`config.mk`:
```
export PLATFORM = sky130hd
export DESIGN_NAME = mem_stage
export DESIGN_NICKNAME = d
export VERILOG_FILES = /design/src/rtl/mem_stage_pkg.sv /design/src/rtl/mem_load_buffer.sv /design/src/rtl/mem_stage.sv
export SDC_FILE = /design/constraint.sdc
export NUM_CORES = 1
export LEC_CHECK = 0
export BUFFER_PORTS_ARGS = -buffer_cell sky130_fd_sc_hd__buf_2
export CAP_MARGIN = 15
export CORE_ASPECT_RATIO = 1.25
export CORE_MARGIN = 4
export CORE_UTILIZATION = 50
export CTS_CLUSTER_DIAMETER = 80
export DETAILED_ROUTE_END_ITERATION = 7
export HOLD_SLACK_MARGIN = 0.05
export PLACE_DENSITY = 0.81
export RECOVER_POWER = 100
export SYNTH_ARGS = -nofsm -noshare
export SYNTH_HDL_FRONTEND = slang
export SYNTH_HIERARCHICAL = 1
export SYNTH_SLANG_ARGS = --single-unit
```
`constraint.sdc`:
```
create_clock -name clk -period 2.3 [get_ports clk]
set_input_delay 0 -clock clk [delete_from_list [all_inputs] [get_ports clk]]
set_output_delay 0 -clock clk [all_outputs]
set_load 0.02 [all_outputs]
```
`src/rtl/mem_stage_pkg.sv`:
```
// mem_stage_pkg: shared definitions for the MEM pipeline stage.
// Holds the bus payload layouts, the sel_rf_w_data write-back source
// encoding and the load-buffer FSM state encoding.
package mem_stage_pkg;

  localparam int unsigned DATA_W     = 32;
  localparam int unsigned REG_ADDR_W = 5;

  // Write-back data source selector
  typedef enum logic [1:0] {
    SEL_WD_ALU  = 2'b00,
    SEL_WD_PC8  = 2'b01,
    SEL_WD_LOAD = 2'b10,
    SEL_WD_ZERO = 2'b11
  } sel_wd_e;

  // Load-data capture states
  typedef enum logic [1:0] {
    LB_EMPTY = 2'd0,
    LB_FRESH = 2'd1,
    LB_HELD  = 2'd2
  } lb_state_e;

  // EXE -> MEM payload, bit 72 down to bit 0
  typedef struct packed {
    sel_wd_e                 sel_rf_w_data;  // [72:71]
    logic                    sel_rf_w_en;    // [70]
    logic                    sel_mem_gene;   // [69]
    logic [DATA_W-1:0]       pc_plus_8;      // [68:37]
    logic [DATA_W-1:0]       alu_res;        // [36:5]
    logic [REG_ADDR_W-1:0]   dest;           // [4:0]
  } exe_to_mem_t;

  // MEM -> WB payload, bit 69 down to bit 0
  typedef struct packed {
    logic                    sel_rf_w_en;    // [69]
    logic [DATA_W-1:0]       pc_plus_8;      // [68:37]
    logic [DATA_W-1:0]       rf_w_data;      // [36:5]
    logic [REG_ADDR_W-1:0]   dest;           // [4:0]
  } mem_to_wb_t;

  // MEM -> stall unit, bit 6 down to bit 0
  typedef struct packed {
    logic                    valid;          // [6]
    logic                    sel_mem_gene;   // [5]
    logic [REG_ADDR_W-1:0]   dest;           // [4:0]
  } mem_to_st_t;

  // MEM -> bypass unit, bit 38 down to bit 0
  typedef struct packed {
    logic                    sel_rf_w_en;    // [38]
    logic                    valid;          // [37]
    logic [REG_ADDR_W-1:0]   dest;           // [36:32]
    logic [DATA_W-1:0]       rf_w_data;      // [31:0]
  } mem_to_by_t;

  localparam int unsigned EXE_TO_MEM_W = $bits(exe_to_mem_t);
  localparam int unsigned MEM_TO_WB_W  = $bits(mem_to_wb_t);
  localparam int unsigned MEM_TO_ST_W  = $bits(mem_to_st_t);
  localparam int unsigned MEM_TO_BY_W  = $bits(mem_to_by_t);

endpackage

```
`src/rtl/mem_load_buffer.sv`:
```
// mem_load_buffer: keeps the data-RAM read word stable for the whole time
// an instruction resides in MEM. The synchronous RAM presents the word only
// in the first cycle after the accepting edge (FRESH); if WB stalls at that
// point the word is copied into a hold register (HELD) and served from there.
// Ports:
//   clk, reset      clock, async active-high reset
//   i_accept        stage accepts at the next edge (MEM_allow_in)
//   i_in_valid      upstream instruction valid (EXE_to_MEM_valid)
//   i_ram_data      synchronous data-RAM read word
//   o_load_word_c   load word for the resident instruction (combinational)
module mem_load_buffer
  import mem_stage_pkg::*;
(
  input  logic              clk,
  input  logic              reset,
  input  logic              i_accept,
  input  logic              i_in_valid,
  input  logic [DATA_W-1:0] i_ram_data,
  output logic [DATA_W-1:0] o_load_word_c
);

  lb_state_e         r_state;
  lb_state_e         w_state_nxt;
  logic [DATA_W-1:0] r_hold;
  logic              w_hold_en;

  // State register
  always_ff @(posedge clk or posedge reset) begin
    if (reset) r_state <= LB_EMPTY;
    else       r_state <= w_state_nxt;
  end

  // Hold register, written only on the FRESH -> HELD transition
  always_ff @(posedge clk or posedge reset) begin
    if (reset)          r_hold <= '0;
    else if (w_hold_en) r_hold <= i_ram_data;
  end

  // Next state, hold enable and load-word select
  always_comb begin
    w_state_nxt   = r_state;
    w_hold_en     = 1'b0;
    o_load_word_c = r_hold;

    if (i_accept) begin
      // Accept wins from any state, covering back-to-back accept+drain
      w_state_nxt = i_in_valid ? LB_FRESH : LB_EMPTY;
    end else begin
      case (r_state)
        // Not accepting while FRESH means WB is stalling the resident op
        LB_FRESH: begin
          w_state_nxt = LB_HELD;
          w_hold_en   = 1'b1;
        end
        default: ;
      endcase
    end

    case (r_state)
      LB_FRESH: o_load_word_c = i_ram_data;
      default:  o_load_word_c = r_hold;
    endcase
  end

endmodule

```
`src/rtl/mem_stage.sv`:
```
// mem_stage: MEM pipeline stage. Registers the EXE->MEM bus with a valid bit
// under a valid/allow-in handshake, selects the register-file write data and
// drives the WB, stall-unit and bypass-unit buses from registered state.
// Ports:
//   clk, reset          clock, async active-high reset
//   EXE_to_MEM_bus      incoming instruction payload
//   EXE_to_MEM_valid    upstream holds a valid instruction
//   MEM_allow_in        stage accepts at the next edge
//   data_ram_r_data     synchronous data-RAM read word
//   WB_allow_in         downstream accepts at the next edge
//   MEM_to_WB_valid     valid instruction presented to WB
//   MEM_to_WB_bus       payload to WB
//   MEM_to_ST_bus       {valid, sel_MEM_gene, dest} to the stall unit
//   MEM_to_BY_bus       {rf_w_en, valid, dest, w_data} to the bypass unit
module mem_stage
  import mem_stage_pkg::*;
#(
  parameter int unsigned EXE_TO_MEM_BUS_WD = 73,
  parameter int unsigned MEM_TO_WB_BUS_WD  = 70
) (
  input  logic                         clk,
  input  logic                         reset,
  input  logic [EXE_TO_MEM_BUS_WD-1:0] EXE_to_MEM_bus,
  input  logic                         EXE_to_MEM_valid,
  output logic                         MEM_allow_in,
  input  logic [DATA_W-1:0]            data_ram_r_data,
  input  logic                         WB_allow_in,
  output logic                         MEM_to_WB_valid,
  output logic [MEM_TO_WB_BUS_WD-1:0]  MEM_to_WB_bus,
  output logic [MEM_TO_ST_W-1:0]       MEM_to_ST_bus,
  output logic [MEM_TO_BY_W-1:0]       MEM_to_BY_bus
);

  logic              r_valid;
  exe_to_mem_t       r_bus;
  exe_to_mem_t       w_exe_bus;
  logic              w_ready_go;
  logic              w_allow_in;
  logic [DATA_W-1:0] w_load_word;
  logic [DATA_W-1:0] w_rf_w_data;
  mem_to_wb_t        w_wb_bus;
  mem_to_st_t        w_st_bus;
  mem_to_by_t        w_by_bus;

  assign w_exe_bus  = exe_to_mem_t'(EXE_to_MEM_bus);
  assign w_ready_go = 1'b1;
  assign w_allow_in = ~r_valid | (w_ready_go & WB_allow_in);

  // Stage valid bit
  always_ff @(posedge clk or posedge reset) begin
    if (reset)           r_valid <= 1'b0;
    else if (w_allow_in) r_valid <= EXE_to_MEM_valid;
  end

  // Payload register; bubbles leave the previous contents in place
  always_ff @(posedge clk or posedge reset) begin
    if (reset)                             r_bus <= '0;
    else if (w_allow_in & EXE_to_MEM_valid) r_bus <= w_exe_bus;
  end

  // Load-data capture
  mem_load_buffer u_load_buffer (
    .clk           (clk),
    .reset         (reset),
    .i_accept      (w_allow_in),
    .i_in_valid    (EXE_to_MEM_valid),
    .i_ram_data    (data_ram_r_data),
    .o_load_word_c (w_load_word)
  );

  // Register-file write data select
  always_comb begin
    w_rf_w_data = '0;
    case (r_bus.sel_rf_w_data)
      SEL_WD_ALU:  w_rf_w_data = r_bus.alu_res;
      SEL_WD_PC8:  w_rf_w_data = r_bus.pc_plus_8;
      SEL_WD_LOAD: w_rf_w_data = w_load_word;
      SEL_WD_ZERO: w_rf_w_data = '0;
      default:     w_rf_w_data = '0;
    endcase
  end

  // Output bus assembly
  always_comb begin
    w_wb_bus.sel_rf_w_en  = r_bus.sel_rf_w_en;
    w_wb_bus.pc_plus_8    = r_bus.pc_plus_8;
    w_wb_bus.rf_w_data    = w_rf_w_data;
    w_wb_bus.dest         = r_bus.dest;

    w_st_bus.valid        = r_valid;
    w_st_bus.sel_mem_gene = r_bus.sel_mem_gene;
    w_st_bus.dest         = r_bus.dest;

    w_by_bus.sel_rf_w_en  = r_bus.sel_rf_w_en;
    w_by_bus.valid        = r_valid;
    w_by_bus.dest         = r_bus.dest;
    w_by_bus.rf_w_data    = w_rf_w_data;
  end

  assign MEM_allow_in    = w_allow_in;
  assign MEM_to_WB_valid = r_valid & w_ready_go;
  assign MEM_to_WB_bus   = MEM_TO_WB_BUS_WD'(w_wb_bus);
  assign MEM_to_ST_bus   = w_st_bus;
  assign MEM_to_BY_bus   = w_by_bus;

endmodule

```
==> flow_summary.yaml <==
die:
  start_util_pct: 51.6
  die_y_um: 131
  dieArea_mm2: 0.0140
  core_mm2: 0.0118
  rows: 44
  pin_count: 227
  die_x_um: 107
clock_network:
  clock_path_buffers: 2
  clk_latency_ps: 340
  cts_sinks: 108
  path_clk_slew_ps: 70
  ctsHtreeMaxLevel: 3
  cts_tree: "done"
  cts_resized: 0
  cts_buffers: 9
  cts_root_buf: "clkbuf_16"
routing:
  drt-wirelength-per-cell_um: 19.6
  drt-pass1-iter-count: 4
  viasPerCell: 5.05
  antenna_left: 0
  drcViolationCount: 0
  drt-total-wl_um: 17300
  vias: 4463
  drt_iter0_markers: 159
finish:
  nets: 823
  syn_to_final_growth_pct: 26.2
  drive_above_1_share_pct: 32.5
placed_design:
  place_congestion: 0.826
  portBuffers: 226
  place_hpwl_um: 11000
grt:
  antenna_found_initial: 3
  grt_usage_pct: 24.2
  grt_pass1_vias: 4954
  grt_max_degree: 46
  overflow: 0
  grt_pass1_wl_um: 26500
synthesis:
  synth_cell_types: 19
  syn_inst: 463
  syn_avg_cell_area_um2: 13.1
  synth_area_leaders: "dfrtp_1 (44%), mux2_4 (19%), buf_4 (11%), mux2_2 (11%), mux2i_1 (5.3%)"
  synth_nets: 572
  seq_area_frac_synth_pct: 44.4
  synth_top_cell_area_share_pct: 44.4
  syn_area_mm2: 0.00608
  ys_ff_latch: 108
  synth.largest_area_cell: "dfrtp_1"
  yosys_warnings: 6
power_and_ir_drop:
  power.density_mw_per_mm2: 813
  p_int_w: 0.00400
  p_total_w: 0.00624
  vdd_drop_max_mv: 0.506
  clkPwrFrac_pct: 24.6
  p_sw_share_pct: 35.9
  power_frac_comb_pct: 35.1
  power.leakage_nw: 3.47
  seq_power_share_pct: 40.3
  p_switching_w: 0.00224
critical_path:
  rrSetupSlack_ps: 210
  endpoint_kind: "output pin"
  critPathCapture: "MEM_to_BY_bus[18]"
  rr_endpoint: "u_load_buffer/r_hold[13]"
  cp_max_fo: 22
  critPathRequiredTime_ps: 2300
  timing_worst_setup_path_type: "flop to output pin"
  cp-startpoint: "r_bus[71]"
  reg2reg_depth: 4
  r2r-start: "MEM_to_WB_valid"
  arrival_ps: 2150
  critPathLaunchType: "flop"
timing:
  fmax_ghz: 0.466
  min_period_ps: 2150
  slew_violations: 0
  hold_viol_final: 0
  worstMarginPinSlew_ps: 1410
  setup_violations: 0
  grt_setup_unrepaired: "no"
  relSlewSlack_pct: 5.28
  final.setup.tns_ps: 0
  fin_crit_sh_pct: 93.3
  skew_ps: 6.56
outcome:
  status: "finished clean"
job:
  drv_cap: 0
hold_path:
  hold_path_class: "input port to async pin"
==> state kept, by name (all words and copies together) (netlist names) <==
| register | count |
|---|---|
| MEM_to_WB_bus | 32 |
| MEM_to_ST_bus | 1 |
| MEM_to_BY_bus | 6 |
| r_bus | 34 |
| u_load_buffer/r_state | 2 |
| MEM_to_WB_valid | 1 |
| u_load_buffer/r_hold | 32 |
==> per-layer routing <==
| layer | GRT usage [%] | routed length, um | vias to the layer above |
|---|---|---|---|
| li1 | - | - | 2020 |
| met1 | 27.9 | 6790 | 2204 |
| met2 | 43.0 | 9130 | 187 |
| met3 | 4.27 | 761 | 52 |
| met4 | 11.4 | 626 | 0 |
| met5 | 0 | 0 | - |
==> per-stage QoR <==
| stage | cell area [um2] | util [%] | instances | worst slack, ps | hold WS (ps) |
|---|---|---|---|---|---|
| after global routing | 7670 | 65.1 | 883 | 27.9 | 415 |
| after detailed placement | 6730 | 57.1 | 755 | 617 | 102 |
| after global placement | 6730 | 57.1 | 755 | 709 | 92.1 |
| final | 7670 | 65.1 | 883 | 153 | 355 |
| after floorplan | 6080 | - | 463 | 418 | 108 |
| after CTS | 8110 | 68.8 | 880 | 231 | 284 |
==> cell usage after synthesis <==
master / count
mux2_4: 77
buf_6: 14
o21ai_0: 26
o21ai_1: 7
nand2_4: 1
nor3b_4: 1
mux2i_1: 32
buf_4: 91
mux2_2: 58
dfrtp_1: 108
nand2b_1: 1
clkbuf_1: 3
nor2b_1: 2
buf_2: 1
nand2_1: 34
nor2_1: 2
nand2b_4: 1
inv_1: 2
mux2_1: 2
==> power groups by stage <==
stage | logic [W] | registers (W) | clock network (W)
floorplan | 0.00199 | 0.00243 | 0
global placement | 0.00220 | 0.00251 | 0
detailed placement | 0.00224 | 0.00253 | 0
CTS | 0.00240 | 0.00250 | 0.00157
global route | 0.00232 | 0.00255 | 0.00165
finish | 0.00219 | 0.00251 | 0.00154
==> placed cells by master, fill, tap and decap left out <==
cell type      Yosys  final
clkinvlp_4         0      1
nor3b_1            0      1
bufinv_16          0      1
clkinv_2           0      2
clkbuf_2           0     26
clkbuf_1           3     94
mux2i_1           32     32
nand2_1           34     35
dlygate4sd3_1      0    109
buf_12             0      1
nand2b_1           1      2
clkinvlp_2         0      1
o21ai_1            7      7
dfrtp_2            0      1
mux2_1             2     68
diode_2            0      3
clkbuf_4           0      1
mux2_2            58     58
dfrtp_1          108    107
clkbuf_16          0      9
clkinv_4           0      2
mux2_4            77     11
nor2_1             2      2
inv_1              2      1
nor2b_4            0      1
nor2b_1            2      1
o21ai_0           26     26
buf_2              1    112
buf_4             91      7
==> cell families after synthesis <==
logic type / after synthesis / synth area share (%)
mux: 169 / 35.4
compound gates: 33 / 2.72
flops: 108 / 44.4
buf+inv: 111 / 14.2
simple gates: 42 / 3.25
==> cell type report <==
type                    instances  area [um2]
diodes                          3        7.51
clock buffers                  10         229
clock inverters                 6        65.1
fillers                      1006        4110
inverters                       2        8.76
multi-input cells             244        2250
flip-flops and latches        108        2700
well taps                     161         201
repair buffers                349        2210
==> repair_timing <==
action | CTS | global route
endpoints found under the hold margin | 154 | 0
setup buffers | 0 | 0
hold buffers | 109 | 0
==> critical path: stages, from the launching register on <==
cell and delay, ps:
dfrtp_2 800, buf_4 350, mux2i_1 120, o21ai_0 290, buf_2 240
==> worst min path at each step <==
stage | slack [ps] | start | depth (start not counted) | end
floorplan | 110 | EXE_to_MEM_valid | 1 | MEM_to_WB_valid
global placement | 90 | reset | 2 | MEM_to_WB_bus[47]
detailed placement | 100 | reset | 2 | MEM_to_WB_bus[47]
CTS | 280 | reset | 3 | MEM_to_WB_bus[47]
global route | 410 | EXE_to_MEM_bus[7] | 3 | r_bus[7]
finish | 350 | reset | 3 | u_load_buffer/r_hold[10]
(Power assumes the default switching activity.)
